--- config.mk ---
export PLATFORM = sky130hd
export DESIGN_NAME = mem_port_arbiter
export DESIGN_NICKNAME = d
export VERILOG_FILES = /design/src/rtl/mem_arb_pkg.sv /design/src/rtl/mem_arb_select.sv /design/src/rtl/mem_port_arbiter.sv
export SDC_FILE = /design/constraint.sdc
export NUM_CORES = 1
export LEC_CHECK = 0
export BUFFER_PORTS_ARGS = -buffer_cell sky130_fd_sc_hd__buf_2
export CAP_MARGIN = 20
export CORE_MARGIN = 4
export CORE_UTILIZATION = 45
export DETAILED_ROUTE_END_ITERATION = 8
export PLACE_DENSITY_LB_ADDON = 0.12
export SYNTH_ARGS = -nofsm -noshare
export SYNTH_HDL_FRONTEND = slang
export SYNTH_HIERARCHICAL = 1
export SYNTH_SLANG_ARGS = --single-unit
--- constraint.sdc ---
create_clock -name clock -period 4.8 [get_ports clock]
set_input_delay 0.72 -clock clock [delete_from_list [all_inputs] [get_ports clock]]
set_output_delay 0.72 -clock clock [all_outputs]
set_load 0.01 [all_outputs]
--- src/rtl/mem_arb_pkg.sv ---
// Shared types and constants for the instruction/data memory port arbiter.
package mem_arb_pkg;

    localparam int CNT_W = 4;

    typedef enum logic [1:0] {
        IDLE   = 2'd0,
        ACCESS = 2'd1,
        RESP   = 2'd2
    } arb_state_t;

    typedef enum logic {
        OWN_I = 1'b0,
        OWN_D = 1'b1
    } owner_t;

    // Increment that sticks at the given limit instead of wrapping.
    function automatic logic [CNT_W-1:0] sat_inc(input logic [CNT_W-1:0] value,
                                                 input logic [CNT_W-1:0] limit);
        if (value >= limit) begin
            return limit;
        end
        return value + 1'b1;
    endfunction

endpackage

--- src/rtl/mem_arb_select.sv ---
// Grant decision: data requests win unless the fetch side has waited
// through STARVE_LIMIT consecutive data grants.
module mem_arb_select
    import mem_arb_pkg::*;
#(
    parameter int STARVE_LIMIT = 4
) (
    input  logic             i_req,
    input  logic             d_req,
    input  logic [CNT_W-1:0] starve_cnt,
    output logic             grant_valid,
    output logic             grant_owner
);

    // Pick an owner whenever anyone is asking; fetch only wins when data is absent or the starvation bound is hit.
    always_comb begin
        grant_valid = i_req | d_req;
        grant_owner = OWN_I;
        if (d_req && (!i_req || (starve_cnt < CNT_W'(STARVE_LIMIT)))) begin
            grant_owner = OWN_D;
        end
    end

endmodule

--- src/rtl/mem_port_arbiter.sv ---
// Shares one memory-controller port between instruction fetch and data
// requesters with a request/ready handshake and a fixed access latency.
module mem_port_arbiter
    import mem_arb_pkg::*;
#(
    parameter int MEM_LATENCY  = 1,
    parameter int STARVE_LIMIT = 4
) (
    input  logic        clock,
    input  logic        reset_n,
    input  logic        i_req,
    input  logic [31:0] i_address,
    output logic        i_ready,
    output logic [31:0] i_rdata,
    input  logic        d_req,
    input  logic        d_write,
    input  logic [31:0] d_address,
    input  logic [31:0] d_wdata,
    output logic        d_ready,
    output logic [31:0] d_rdata,
    output logic [31:0] mem_address,
    output logic [31:0] mem_wdata,
    output logic        mem_read,
    output logic        mem_write,
    input  logic [31:0] mem_rdata,
    output logic        busy
);

    arb_state_t       state;
    arb_state_t       next_state;
    owner_t           owner;
    logic [31:0]      cmd_address;
    logic [31:0]      cmd_wdata;
    logic             cmd_write;
    logic [CNT_W-1:0] lat_cnt;
    logic [CNT_W-1:0] starve_cnt;
    logic [31:0]      i_rdata_q;
    logic [31:0]      d_rdata_q;
    logic             grant_valid;
    logic             grant_owner;
    logic             lat_done;

    mem_arb_select #(
        .STARVE_LIMIT(STARVE_LIMIT)
    ) u_select (
        .i_req      (i_req),
        .d_req      (d_req),
        .starve_cnt (starve_cnt),
        .grant_valid(grant_valid),
        .grant_owner(grant_owner)
    );

    assign lat_done = (lat_cnt == CNT_W'(MEM_LATENCY - 1));

    // State register; reset abandons any access in flight.
    always_ff @(posedge clock or negedge reset_n) begin
        if (!reset_n) begin
            state <= IDLE;
        end else begin
            state <= next_state;
        end
    end

    // Next state: grant from IDLE, count out the latency, then one response cycle.
    always_comb begin
        next_state = state;
        case (state)
            IDLE:    if (grant_valid) next_state = ACCESS;
            ACCESS:  if (lat_done)    next_state = RESP;
            RESP:    next_state = IDLE;
            default: next_state = IDLE;
        endcase
    end

    // Command capture at grant, latency and starvation counting, read data retention.
    always_ff @(posedge clock or negedge reset_n) begin
        if (!reset_n) begin
            owner       <= OWN_I;
            cmd_address <= '0;
            cmd_wdata   <= '0;
            cmd_write   <= 1'b0;
            lat_cnt     <= '0;
            starve_cnt  <= '0;
            i_rdata_q   <= '0;
            d_rdata_q   <= '0;
        end else begin
            case (state)
                IDLE: begin
                    if (grant_valid) begin
                        owner   <= owner_t'(grant_owner);
                        lat_cnt <= '0;
                        if (grant_owner == OWN_D) begin
                            cmd_address <= d_address;
                            cmd_wdata   <= d_wdata;
                            cmd_write   <= d_write;
                            starve_cnt  <= i_req ? sat_inc(starve_cnt, CNT_W'(STARVE_LIMIT)) : '0;
                        end else begin
                            cmd_address <= i_address;
                            cmd_wdata   <= '0;
                            cmd_write   <= 1'b0;
                            starve_cnt  <= '0;
                        end
                    end
                end
                ACCESS: begin
                    lat_cnt <= lat_cnt + 1'b1;
                end
                RESP: begin
                    if (owner == OWN_I) begin
                        i_rdata_q <= mem_rdata;
                    end else if (!cmd_write) begin
                        d_rdata_q <= mem_rdata;
                    end
                end
                default: begin
                end
            endcase
        end
    end

    // Outputs: strobes only during ACCESS, ready and live read data only during RESP.
    always_comb begin
        busy        = (state != IDLE);
        mem_address = '0;
        mem_wdata   = '0;
        mem_read    = 1'b0;
        mem_write   = 1'b0;
        i_ready     = 1'b0;
        d_ready     = 1'b0;
        i_rdata     = i_rdata_q;
        d_rdata     = d_rdata_q;
        case (state)
            ACCESS: begin
                mem_address = cmd_address;
                mem_read    = !cmd_write;
                mem_write   = cmd_write && (lat_cnt == '0);
                mem_wdata   = cmd_write ? cmd_wdata : '0;
            end
            RESP: begin
                if (owner == OWN_I) begin
                    i_ready = 1'b1;
                    i_rdata = mem_rdata;
                end else begin
                    d_ready = 1'b1;
                    if (!cmd_write) begin
                        d_rdata = mem_rdata;
                    end
                end
            end
            default: begin
            end
        endcase
    end

endmodule

; Yosys cells after proc, flatten, opt, wreduce, memory -nomap -nowiden
; Index checks and enable logic that the tools add are counted.
[classes]
addsub = 2
n_mul = 0
div_mod_pow = 0
magnitude_cmp = 2
eq_ne = 4
shift = 0
n_mux = 31
bitwise = 1
n_reduce_logical = 12
[op_table]
columns = operator, n
row1 = $mux W32, 10
row2 = $mux W4, 5
row3 = $mux W1, 12
row4 = $add A4 B1 Y4 const B, 2
row5 = $pmux W4 S2, 1
row6 = $reduce_and A2 Y1, 3
row7 = $ge A4 B3 Y1 const B, 1
row8 = $logic_not A4 Y1, 1
row9 = $lt A4 B3 Y1 const B, 1
row10 = $mux W2, 2
row11 = $ne A2 B2 Y1 const B, 2
row12 = $pmux W2 S2, 1
row13 = $reduce_bool A2 Y1, 2
row14 = $eq A2 B1 Y1 const B, 1
row15 = $eq A2 B2 Y1 const B, 1
row16 = $logic_and A1 B1 Y1, 2
row17 = $logic_not A1 Y1, 2
row18 = $logic_not A2 Y1, 1
row19 = $logic_or A1 B1 Y1, 1
row20 = $or A1 B1 Y1, 1
[word_totals]
ff_bits = 140
latch_bits = 0
ramBits = 0
rom_bits = 0
output_inout_bits = 133
n_memories = 0

; Depth between registers and ports, before layout
[depth]
depth_word = 10
depth_mapped = 7
depth_no_buf = 5

; Cells and area by module
; Netlist, hierarchy kept.
[by_module_without_submodules]
columns = mod, n_inst, cells_per_inst, area_per_inst_um2
row1 = mem_port_arbiter, 1, 547, 6363.6
row2 = mem_arb_select, 1, 3, 17.5

; Worst setup path after synthesis
; OpenSTA, ideal clock, no wires.
[synth_timing]
path_kind = reg2out
startpoint = reg state[0]
endpoint = out d_rdata[10]
t_arrival_ns = 1.477
required_time_ns = 4.080
slack_ns = 2.603
path_stages_with_launch = 7
path_cell_list = dfrtp_1 > buf_6 > and3b_2 > nor2b_4 > buf_6 > buf_8 > mux2_4
[synth_via]
elab_chain_cells = 2
[synth_lines]
columns = item, line_no
row1 = "start, declared", mem_port_arbiter.sv:29  ; arb_state_t state;
row2 = "start signal, assigned", mem_port_arbiter.sv:60  ; state <= next_state;
row3 = $eq A2 B2 Y1, mem_port_arbiter.sv:132  ; case (state)
row4 = $mux W32, --
row5 = "end, declared", mem_port_arbiter.sv:20  ; output logic [31:0] d_rdata,
; Every way passes these cells.

; Worst setup path after layout
[layout_timing]
startpoint = reg cmd_write
endpoint = out d_rdata[30]
[layout_via]
elab_chain_cells = 3
[layout_lines]
columns = item, line_no
row1 = "start, declared", mem_port_arbiter.sv:34  ; logic cmd_write;
row2 = "start signal, assigned", mem_port_arbiter.sv:95  ; cmd_write <= d_write;
row3 = $mux W32, mem_port_arbiter.sv:145  ; if (!cmd_write) begin
row4 = $mux W32, mem_port_arbiter.sv:140  ; if (owner == OWN_I) begin
row5 = $mux W32, --
; Every way passes these cells.

==> key figures <==
Outcome
  • Status: complete, no violations

Global routing
  • Initial antenna violation count: 0
  • Number of global-route vias before repair: around 5000
  • Total gr overflow: 0
  • First-pass GRT wire length: 25200 um
  • Tot GR Track Use: between 15 and 20%
  • Largest net degree at the start of global routing: roughly 110

Timing
  • Setup TNS Final: 0 ns
  • Fin crit period: roughly 3.6 ns
  • Slew headroom: 32.3%
  • Final slew viol count: 0
  • Actual slew at the worst max-slew pin: between 1 and 1.5 ns
  • Final hold violation count: 0
  • Tcrit/Tclk final: 75.2%
  • Fmax: 0.277 GHz
  • Setup violators final: 0
  • RSZ-0062 raised after global routing: no
  • Setup Skew: slightly above 0.009 ns

Critical path
  • Reg2Reg Launch Point: cmd_write
  • Worst setup path startpoint: cmd_write
  • FF-to-FF setup slack: 2.34 ns
  • Critical-path maximum fanout: 36
  • FF-to-FF End: d_rdata_q[29]
  • Reg2reg path depth: 3
  • Critical Path AT: ~2.9 ns
  • Worst endpoint required time: just over 4 ns
  • CP startpoint kind: register
  • Kind of critical path: register to primary output
  • Crit. End Element: primary output

Power
  • Power Density: around 650 mW/mm^2
  • Comb power frac: between 30 and 40%
  • NetSw: around 1900 uW
  • Seq pwr share: 37.0%
  • P_int: roughly 3500 uW
  • Peak supply drop: between 0.2 and 0.3 mV
  • Switching Share: 35.3%
  • Clock share of power: between 20% and 30%
  • Lkg Pwr: about 0.0046 uW

Routing
  • TritonRoute pass-1 iters: 4
  • Final ANT Viol Nets: 0
  • Drt wl/cell: between 15 and 20 um
  • Via density: just under 5
  • Routed via count: just under 5000
  • DRT iter0 DRCs: 236
  • Post-Route WL: around 16000 um
  • DRC errors left: 0

Cells and area
  • Multi-input logic area: 0.00258 mm^2
  • Fill count: ~1200
  • Post-Layout Cell Count: 992
  • Most common cell after layout, fill and taps aside: buf_2
  • Register area: 0.00350 mm^2
  • Fin util: ~60%
  • Final #Nets: about 940
  • Area grow syn2layout: 30.6%
  • Layout cell share with drive strength beyond 1: approximately 47%
  • Number of diodes: 0
  • Commonest cells after routing, fill and taps aside: buf_2 (264), dfrtp_1 (140), nand2_1 (105), nand3_1 (36), mux2_2 (34)

Floorplan
  • Cell row count: 43
  • Die ar.: 0.0161 mm^2
  • Core area: 0.0139 mm^2
  • DIE HEIGHT: roughly 130 um
  • Die W: 127 um
  • Num ports: roughly 270
  • Initial core utilization: 46.0%

Logic synthesis
  • Post-synthesis sequential area ratio: between 50 and 60%
  • Synth area leader: dfrtp_1
  • Syn Inst Count: 550
  • Post-synth EDFFs: 0
  • Mapped Nets: roughly 690
  • YS warnings: 6
  • Synth top area cells: dfrtp_1 (55%), mux2_4 (7.3%), nand2_1 (6.2%), mux2_2 (6.0%), mux2i_1 (5.0%)
  • Asr flop ratio synth: 100%
  • Share of the synthesized area in the top cell type: a little over half
  • Syn Area/Cell: 11.6 um^2
  • Synth Flop Type: dfrtp_1
  • Synth cell types: 36
  • FF+latch count, synth: 140
  • Synth Cell Area: 0.00638 mm^2

Clock tree
  • Num CTS Buffers: 17
  • CTS resizes: 0
  • Cts hold-fix bufs: 0
  • Root Buffer: clkbuf_16
  • H-tree depth: 4
  • Clock tree sinks: 140
  • Post-CTS Setup Repair Bufs: 0
  • Clock latency on the worst-skew pair: approximately 0.41 ns
  • CTS tree: built
  • CTS clk-pin slew, worst paths: 0.06 ns
  • CTS Buffer Depth: 2

Placement
  • Cell Count Post-Placement: roughly 960
  • Port buffer count: 265
  • DP HPWL: roughly 11000 um
  • Final GP Congestion: 0.816

Flow run
  • Max-cap violations: 0

Worst hold path
  • Worst Hold Class: primary input to asynchronous set/reset pin
[synthesized netlist by cell type, types with 2 or more instances]
master	n
o21ai_1	29
mux2i_1	32
dfrtp_1	140
ha_1	3
clkbuf_1	20
mux2_4	31
a21oi_1	2
xor2_1	2
inv_1	2
o21ai_2	4
mux2_2	34
buf_2	5
and3_1	32
and2_1	34
nand3_1	36
o21ai_0	2
buf_12	2
buf_6	11
buf_4	3
nand2_1	105
nor2_1	5
or2_2	2
[metal layers]
metal | part of all wire [%] | vias up | track usage, %
li1 | - | 2345 | -
met1 | 42 | 2328 | 25.1
met2 | 49 | 184 | 31.6
met3 | 7.1 | 25 | 5.89
met4 | 2.1 | 0 | 6.94
met5 | 0 | - | 0
[worst max path at each step]
stage	slack [ns]	to	cells past startpoint
after detailed placement	1.62	d_rdata[9]	4
after floorplan	2.60	d_rdata[10]	6
after global placement	1.65	d_rdata[8]	4
final	1.19	d_rdata[30]	4
after global routing	1.02	d_rdata[9]	4
after CTS	1.15	d_rdata[9]	4
[logic make-up after synthesis]
logic type	Yosys count	share of synthesized area [%]
DFF	140	54.9
AOI/OAI and AO/OA	40	3.51
buffers and inverters	44	4.84
muxes	97	18.3
and+or+nand+nor	224	17.6
xor gates and xnor gates	2	0.275
adders and majority gates	3	0.588
[state kept, by name (all words and copies together), names as in the netlist]
name         cells
cmd_address     32
cmd_wdata       32
d_rdata_q       32
i_rdata_q       32
lat_cnt          4
starve_cnt       4
state            2
cmd_write        1
owner            1
[power groups by stage]
stage                     logic [uW]  registers [uW]  clock network, uW
after floorplan                 1490            1920                  0
after global placement          2050            2000                  0
after detailed placement        2120            2030                  0
after CTS                       2130            2020               1350
after global routing            2320            2090               1420
final                           2100            2010               1330
[worst max-delay path, stage by stage, from the launching register on]
cell and delay, ns:
dfrtp_1 0.75, nor2b_4 0.84, buf_4 0.39, mux2_4 0.33, buf_2 0.14
[cell type report]
class	instances	area share (%)
clock inverter	15	2.07
timing repair buffer	272	17.0
multi-input combinational	366	31.0
clock buffer	17	5.10
sequential	140	42.0
tap	180	2.70
inverter	2	0.0901
[metrics by stage]
| step | power (uW) | instance area, um^2 | setup WS (ns) | hold WS [ns] |
|---|---|---|---|---|
| after floorplan | 3400 | 6380 | 2.60 | 0.424 |
| after global placement | 4050 | 7690 | 1.65 | 0.441 |
| after detailed placement | 4150 | 7720 | 1.62 | 0.448 |
| after CTS | 5500 | 8320 | 1.15 | 0.462 |
| after global routing | 5830 | 8340 | 1.02 | 0.483 |
| final | 5440 | 8340 | 1.19 | 0.434 |
(Power assumes the default switching activity.)
